===== src/rtl/calc_dec_pkg.sv =====
// Shared calculator definitions: ALU op codes, op/button types and the
// calc_dec FSM state encoding, plus the button-to-op encoder mapping.
package calc_dec_pkg;

  typedef logic [3:0] op_t;
  typedef logic [2:0] btn_t;   // {btnl, btnc, btnr}

  localparam op_t OP_ADD = 4'b0000;
  localparam op_t OP_SUB = 4'b0001;
  localparam op_t OP_AND = 4'b0010;
  localparam op_t OP_OR  = 4'b0110;
  localparam op_t OP_XOR = 4'b0100;
  localparam op_t OP_SLT = 4'b1001;
  localparam op_t OP_SLL = 4'b1010;
  localparam op_t OP_SRL = 4'b0101;

  typedef enum logic [1:0] {IDLE, SETUP, STROBE, HOLD} state_t;

  // Button-to-op encoder used by the calculator front panel.
  function automatic op_t calc_enc(input btn_t btn);
    op_t op;
    case (btn)
      3'b000:  op = OP_ADD;
      3'b001:  op = OP_SUB;
      3'b010:  op = OP_AND;
      3'b011:  op = OP_OR;
      3'b100:  op = OP_XOR;
      3'b101:  op = OP_SLT;
      3'b110:  op = OP_SLL;
      default: op = OP_SRL;
    endcase
    return op;
  endfunction

endpackage


===== src/rtl/calc_dec_lut.sv =====
// Pure combinational ALU op -> {btnl, btnc, btnr} lookup with a legality flag.
module calc_dec_lut
  import calc_dec_pkg::*;
(
  input  op_t  op,
  output btn_t btn,
  output logic legal
);

  always_comb begin
    btn   = '0;
    legal = 1'b1;
    case (op)
      OP_ADD:  btn = 3'b000;
      OP_SUB:  btn = 3'b001;
      OP_AND:  btn = 3'b010;
      OP_OR:   btn = 3'b011;
      OP_XOR:  btn = 3'b100;
      OP_SLT:  btn = 3'b101;
      OP_SLL:  btn = 3'b110;
      OP_SRL:  btn = 3'b111;
      default: legal = 1'b0;
    endcase
  end

endmodule


===== src/rtl/calc_dec.sv =====
// Replays an ALU op code as a timed button press with a btnd load strobe.
// Optional loopback re-encode check: define CALC_DEC_LOOPBACK_CHECK_EN.
module calc_dec
  import calc_dec_pkg::*;
#(
  parameter int SETUP_CYCLES = 2,
  parameter int HOLD_CYCLES  = 2
) (
  input  logic       clk,
  input  logic       reset,
  input  logic       op_valid,
  input  logic [3:0] op_in,
  output logic       op_ready,
  output logic       btnl,
  output logic       btnc,
  output logic       btnr,
  output logic       btnd,
  output logic       busy,
  output logic       done,
  output logic       op_err
`ifdef CALC_DEC_LOOPBACK_CHECK_EN
  ,
  output logic       enc_mismatch
`endif
);

  if (SETUP_CYCLES < 1 || SETUP_CYCLES > 255) begin : g_bad_setup
    $error("calc_dec: SETUP_CYCLES must be 1..255");
  end
  if (HOLD_CYCLES < 1 || HOLD_CYCLES > 255) begin : g_bad_hold
    $error("calc_dec: HOLD_CYCLES must be 1..255");
  end

  localparam logic [7:0] SETUP_LD = 8'(SETUP_CYCLES - 1);
  localparam logic [7:0] HOLD_LD  = 8'(HOLD_CYCLES - 1);

  state_t     state, state_nx;
  logic [7:0] cnt, cnt_nx;
  btn_t       btn_q, btn_nx;
  logic       err_q, err_nx;
  btn_t       lut_btn;
  logic       lut_legal;
  logic       xfer;

  calc_dec_lut u_lut (
    .op    (op_in),
    .btn   (lut_btn),
    .legal (lut_legal)
  );

  assign op_ready = (state == IDLE) && !reset;
  assign xfer     = op_valid && op_ready;

  always_ff @(posedge clk) begin
    if (reset) begin
      state <= IDLE;
      cnt   <= '0;
      btn_q <= '0;
      err_q <= 1'b0;
    end else begin
      state <= state_nx;
      cnt   <= cnt_nx;
      btn_q <= btn_nx;
      err_q <= err_nx;
    end
  end

  always_comb begin
    state_nx = state;
    cnt_nx   = cnt;
    btn_nx   = btn_q;
    err_nx   = 1'b0;
    case (state)
      IDLE: begin
        if (xfer) begin
          if (lut_legal) begin
            btn_nx   = lut_btn;
            cnt_nx   = SETUP_LD;
            state_nx = SETUP;
          end else begin
            err_nx = 1'b1;
          end
        end
      end
      SETUP: begin
        if (cnt == '0) state_nx = STROBE;
        else           cnt_nx   = cnt - 8'd1;
      end
      STROBE: begin
        cnt_nx   = HOLD_LD;
        state_nx = HOLD;
      end
      HOLD: begin
        if (cnt == '0) state_nx = IDLE;
        else           cnt_nx   = cnt - 8'd1;
      end
      default: state_nx = IDLE;
    endcase
  end

  // Buttons are gated by busy so the idle cycle between presses reads 000.
  assign busy               = (state != IDLE);
  assign {btnl, btnc, btnr} = busy ? btn_q : 3'b000;
  assign btnd               = (state == STROBE);
  assign done               = (state == HOLD) && (cnt == '0);
  assign op_err             = err_q;

`ifdef CALC_DEC_LOOPBACK_CHECK_EN
  op_t  op_q;
  logic mm_q;

  always_ff @(posedge clk) begin
    if (reset) begin
      op_q <= '0;
      mm_q <= 1'b0;
    end else begin
      if (xfer && lut_legal) op_q <= op_in;
      if (busy && (calc_enc(btn_q) != op_q)) mm_q <= 1'b1;
    end
  end

  assign enc_mismatch = mm_q;
`endif

endmodule


===== config.mk =====
export PLATFORM = sky130hd
export DESIGN_NAME = calc_dec
export DESIGN_NICKNAME = d
export VERILOG_FILES = /design/src/rtl/calc_dec_pkg.sv /design/src/rtl/calc_dec_lut.sv /design/src/rtl/calc_dec.sv
export SDC_FILE = /design/constraint.sdc
export NUM_CORES = 1
export LEC_CHECK = 0
export CAP_MARGIN = 20
export CORE_MARGIN = 2
export CORE_UTILIZATION = 30
export DETAILED_ROUTE_END_ITERATION = 6
export HOLD_SLACK_MARGIN = 0.03
export PLACE_DENSITY = 0.6
export SLEW_MARGIN = 0
export SYNTH_ARGS = -nofsm -noshare
export SYNTH_HDL_FRONTEND = slang
export SYNTH_SLANG_ARGS = --single-unit
export TNS_END_PERCENT = 5

===== constraint.sdc =====
create_clock -name clk -period 2.6 [get_ports clk]
set_input_delay 0.52 -clock clk [delete_from_list [all_inputs] [get_ports clk]]
set_output_delay 0.52 -clock clk [all_outputs]
set_load 0.05 [all_outputs]

==> Word-level counts from Yosys, hierarchy flattened <==
Index checks and enable logic that the tools add are counted.
{ "classes": {"addsub": 1, "n_mul": 0, "div": 0, "magnitude_cmp": 0, "n_eq_ne": 15, "shifts": 0, "muxes": 13, "bitwise": 2, "reduce_logical": 14} }
{ "ops": {"columns": ["cell", "n"], "rows": [
  ["$mux W8", 3],
  ["$pmux W8 S3", 1],
  ["$pmux W3 S7", 1],
  ["$eq A4 B3 Y1 const B", 3],
  ["$ne A2 B2 Y1 const B", 5],
  ["$eq A4 B4 Y1 const B", 2],
  ["$logic_not A8 Y1", 1],
  ["$mux W2", 4],
  ["$pmux W2 S4", 1],
  ["$reduce_or A8 Y1", 1],
  ["$sub A8 B1 Y8 const B", 1],
  ["$reduce_and A3 Y1", 2],
  ["$eq A2 B2 Y1 const B", 2],
  ["$eq A4 B1 Y1 const B", 1],
  ["$eq A4 B2 Y1 const B", 1],
  ["$logic_not A4 Y1", 1],
  ["$reduce_and A4 Y1", 1],
  ["$logic_and A1 B1 Y1", 3],
  ["$mux W3", 1],
  ["$reduce_or A3 Y1", 1],
  ["$eq A2 B1 Y1 const B", 1],
  ["$logic_not A2 Y1", 1],
  ["$mux W1", 2],
  ["$not A1 Y1", 2],
  ["other kinds (3)", 3]
]} }
{ "word_totals": {"regBits": 14, "latch_bits": 0, "ram_bits": 0, "rom_bits": 0, "elab_cells": 49, "memories": 0} }

==> Longest topological paths before layout <==
{ "logic_depth": {"word_depth": 6, "depth_mapped": 6, "depth_no_buf": 6} }

==> By module <==
Synthesis repeated with hierarchy kept, for this count alone.
{ "hier_totals": {"cells_unflattened": 100, "area_unflattened_um2": 857.1} }
{ "by_module_without_submodules": {"columns": ["mod", "instances", "cells_each", "area_each_um2", "seq_area_each_um2"], "rows": [
  ["calc_dec", 1, 89, 773.2, 280.3],
  ["calc_dec_lut", 1, 11, 83.8, 0.0]
]} }

==> Worst setup path after synthesis <==
Ideal clock, no wire load.
{ "synth_timing": {"path_type": "flip-flop to output port", "from": "register cnt[0]", "to": "output port done", "t_arrival_ns": 2.130, "setup_slack_ns": -0.050, "path_stages_with_launch": 5, "cell_sequence": "dfxtp_1 -> inv_1 -> ha_1 -> or4b_4 -> nor3_1"} }
{ "synth_via": {"elab_chain_cells": 2} }
{ "synth_rtl": {"columns": ["element", "line", "source"], "rows": [
  ["start, declared", "calc_dec.sv:38", "logic [7:0] cnt, cnt_nx;"],
  ["start signal, assigned", "calc_dec.sv:62", "cnt <= cnt_nx;"],
  ["$logic_not A8 Y1", "calc_dec.sv:105", "assign done = (state == HOLD) && (cnt == '0);"],
  ["$logic_and A1 B1 Y1", "calc_dec.sv:105", null],
  ["end, declared", "calc_dec.sv:19", "output logic done,"]
]} }
No other way between the ends.

==> Final worst setup path <==
Ends and elaborated chain as after synthesis.

==> impl_metrics.json <==
{
  "maxSlewHeadroom": 0.620,
  "dpl_cell_area_um2": 1200,
  "drc_errors": 0,
  "synth_fp_nets": 124,
  "dr.first_iter.drc_count": 38,
  "synthCells": 111,
  "clockBufferDepth": 2,
  "synth_area_um2": 983,
  "worstSetupStartpointType": "flip-flop",
  "path_cells": "inv_1 > ha_1 > or4b_4 > nor3_2 > buf_12",
  "max_stage_delay_ns": 0.53,
  "place_congestion": 0.824,
  "insertion_delay_ns": 0.29,
  "cts.sinks": 14,
  "dieArea_um2": 3750,
  "io_pins": 15,
  "cpLargestDelayFamily": "simple AND/OR/NAND/NOR gates",
  "grt_max_degree": 11,
  "cts_tree": "built",
  "viasPerCell": 5.15,
  "synth_cell_type_count": 45,
  "tightest_slew_ns": 0.568,
  "critPathMaxFanout": 5,
  "port_buffers": 14,
  "grt_usage": 0.143,
  "antenna_found_initial": 0,
  "critPathSlowestCell": "or4b_4",
  "pre_cts_slack_ns": 0.341,
  "cp_num_buf_inv": 2,
  "grt_pass1_wl_mm": 3.94,
  "h-tree-depth": 1,
  "worstSetupEndpointType": "output pin",
  "core_um2": 3080,
  "p_leak_uw": 0.000524,
  "setup_slack_ns": 0.250,
  "peakVddDrop_v": 0.000404,
  "hp-class": "flip-flop to flip-flop",
  "vias": 891,
  "seq_area_frac_synth": 0.285,
  "synthFlopType": "dfxtp_1",
  "die_h_um": 61.3,
  "firstDrtPassIters": 4,
  "fin_area_um2": 1240,
  "path_class": "flip-flop to output pin",
  "status": "complete, no violations",
  "worstPathRequired_ns": 2.08,
  "fmax_mhz": 426,
  "crit_arrival_ns": 1.83,
  "final_util": 0.404,
  "area_delta_synth_final_pct": 26.5,
  "drtAntennaViolNets": 0,
  "synth_edf_count": 0,
  "cts_made_buffers": 3,
  "nNetsFinal": 143,
  "num_rows": 20,
  "wl_mm": 2.26,
  "power_density_nw_per_um2": 819,
  "setup_tns_ns": 0,
  "fin_crit_ns": 2.35,
  "async_flop_share": 0,
  "ctsHoldBuffers": 0,
  "grt_setup_unrepaired": "no",
  "hold_viol_final": 0,
  "report.final.slew_viol_count": 0,
  "wl_per_cell_um": 13.0,
  "setup_viol": 0,
  "clk_transition_reported_paths_ns": 0.10,
  "grt-ovfl-total": 0,
  "fp.dieW_um": 61.3,
  "start_util": 0.320,
  "grt_pass1_vias": 891,
  "ys_seq_elements": 14,
  "post-route-period-util": 0.904,
  "yosysWarningCount": 0,
  "dp.final_hpwl_mm": 1.71,
  "num_antenna_cells": 0,
  "drv_cap": 0,
  "cts_root_buf": "clkbuf_4",
  "syn_avg_cell_area_um2": 8.86,
  "fin_worst_skew_ns": 0.00492,
  "drive_above_1_share": 0.194
}
[power breakdown]
group	leakage, µW	internal [µW]	switching, µW
sequential	0.000114	244	27.4
combinational	0.000390	227	353
clock	0.0000210	85.4	81.3
[registers in the layout, summed over array words and instances, names as in the netlist]
signal	cells
btn_q	3
cnt	8
op_err	1
state	2
[tightest hold or removal path, cell delays in order, from the launching register on]
cell and delay (ns):
dfxtp_1 0.33, inv_1 0.05, o22ai_1 0.07
[routing by layer]
| layer | share of wire | vias up | track usage | wire length (µm) |
|---|---|---|---|---|
| met5 | 0 | - | 0 | 0 |
| met4 | 0.014 | 0 | 0.0466 | 31 |
| met3 | 0.037 | 4 | 0.0462 | 84 |
| met2 | 0.50 | 16 | 0.249 | 1120 |
| met1 | 0.45 | 418 | 0.165 | 1010 |
| li1 | - | 453 | - | - |
[Yosys cell counts, drive strengths merged (2+ instances only)]
cell / number / share of area
o31ai: 2 / 0.029
or3: 4 / 0.036
o21ai: 6 / 0.042
o21a: 2 / 0.015
o32ai: 3 / 0.027
a21boi: 2 / 0.015
nand4: 3 / 0.019
dfxtp: 14 / 0.28
a31oi: 2 / 0.028
buf: 2 / 0.017
a21oi: 7 / 0.036
and2: 2 / 0.015
a211oi: 2 / 0.015
nor2b: 3 / 0.019
nand3: 2 / 0.010
inv: 10 / 0.038
nand2: 4 / 0.015
ha: 6 / 0.076
o211ai: 2 / 0.015
nor2: 12 / 0.048
nor3: 5 / 0.031
[cell type report]
class | instances | area [µm²]
well taps | 44 | 55.1
fillers | 316 | 1830
clock buffers | 4 | 36.3
repair buffers | 16 | 180
flip-flops and latches | 14 | 280
multi-input cells | 85 | 654
inverters | 10 | 37.5
[kinds of logic (layout without fill, tap and decap cells)]
logic type / after synthesis / after routing / synth area share
compound gates: 37 / 37 / 0.326
fa+ha+maj: 6 / 6 / 0.0763
buf+inv: 12 / 30 / 0.0547
flops: 14 / 14 / 0.285
simple gates: 42 / 42 / 0.258
[path summary, 6_finish.rpt]
kind,startpoint,endpoint,slack [ns],cells past startpoint
max reg2reg,state[1],cnt[1],0.74,6
min,cnt[4],cnt[4],0.50,2
min reg2reg,cnt[4],cnt[4],0.50,2
max,cnt[0],done,0.25,5
[through the flow]
stage	hold slack, ns	std cells	power (µW)
floorplan	0.461	111	714
global placement	0.478	169	850
detailed placement	0.485	169	862
CTS	0.500	173	1030
global route	0.555	173	1110
finish	0.498	173	1020
[placed cells by master, fill, tap and decap left out, types with 2 or more instances in the layout]
cell type        Yosys  routed
nor2_1              11      11
a21oi_1              7       7
o21a_1               2       2
nor3_2               1       2
buf_12               0       2
ha_1                 6       6
or3_4                2       2
inv_1               10      10
a211oi_1             2       2
nand2_1              4       4
dfxtp_1             14      14
o211ai_1             2       2
buf_4                0       3
clkdlybuf4s50_1      0       8
dlymetal6s2s_1       0       3
nor2b_1              3       3
or3_1                2       2
nand3_1              2       2
nor3_1               4       3
nand4_1              3       3
o32ai_1              3       3
a21boi_0             2       2
clkbuf_4             0       3
o21ai_0              5       5
[repair_timing]
item	4_1_cts	5_1_grt
endpoints found under the setup margin	0	3
hold endpoints to repair	0	0
gates resized for setup	0	3
setup buffers	0	0
No activity file was read; power rests on OpenSTA's default activity.
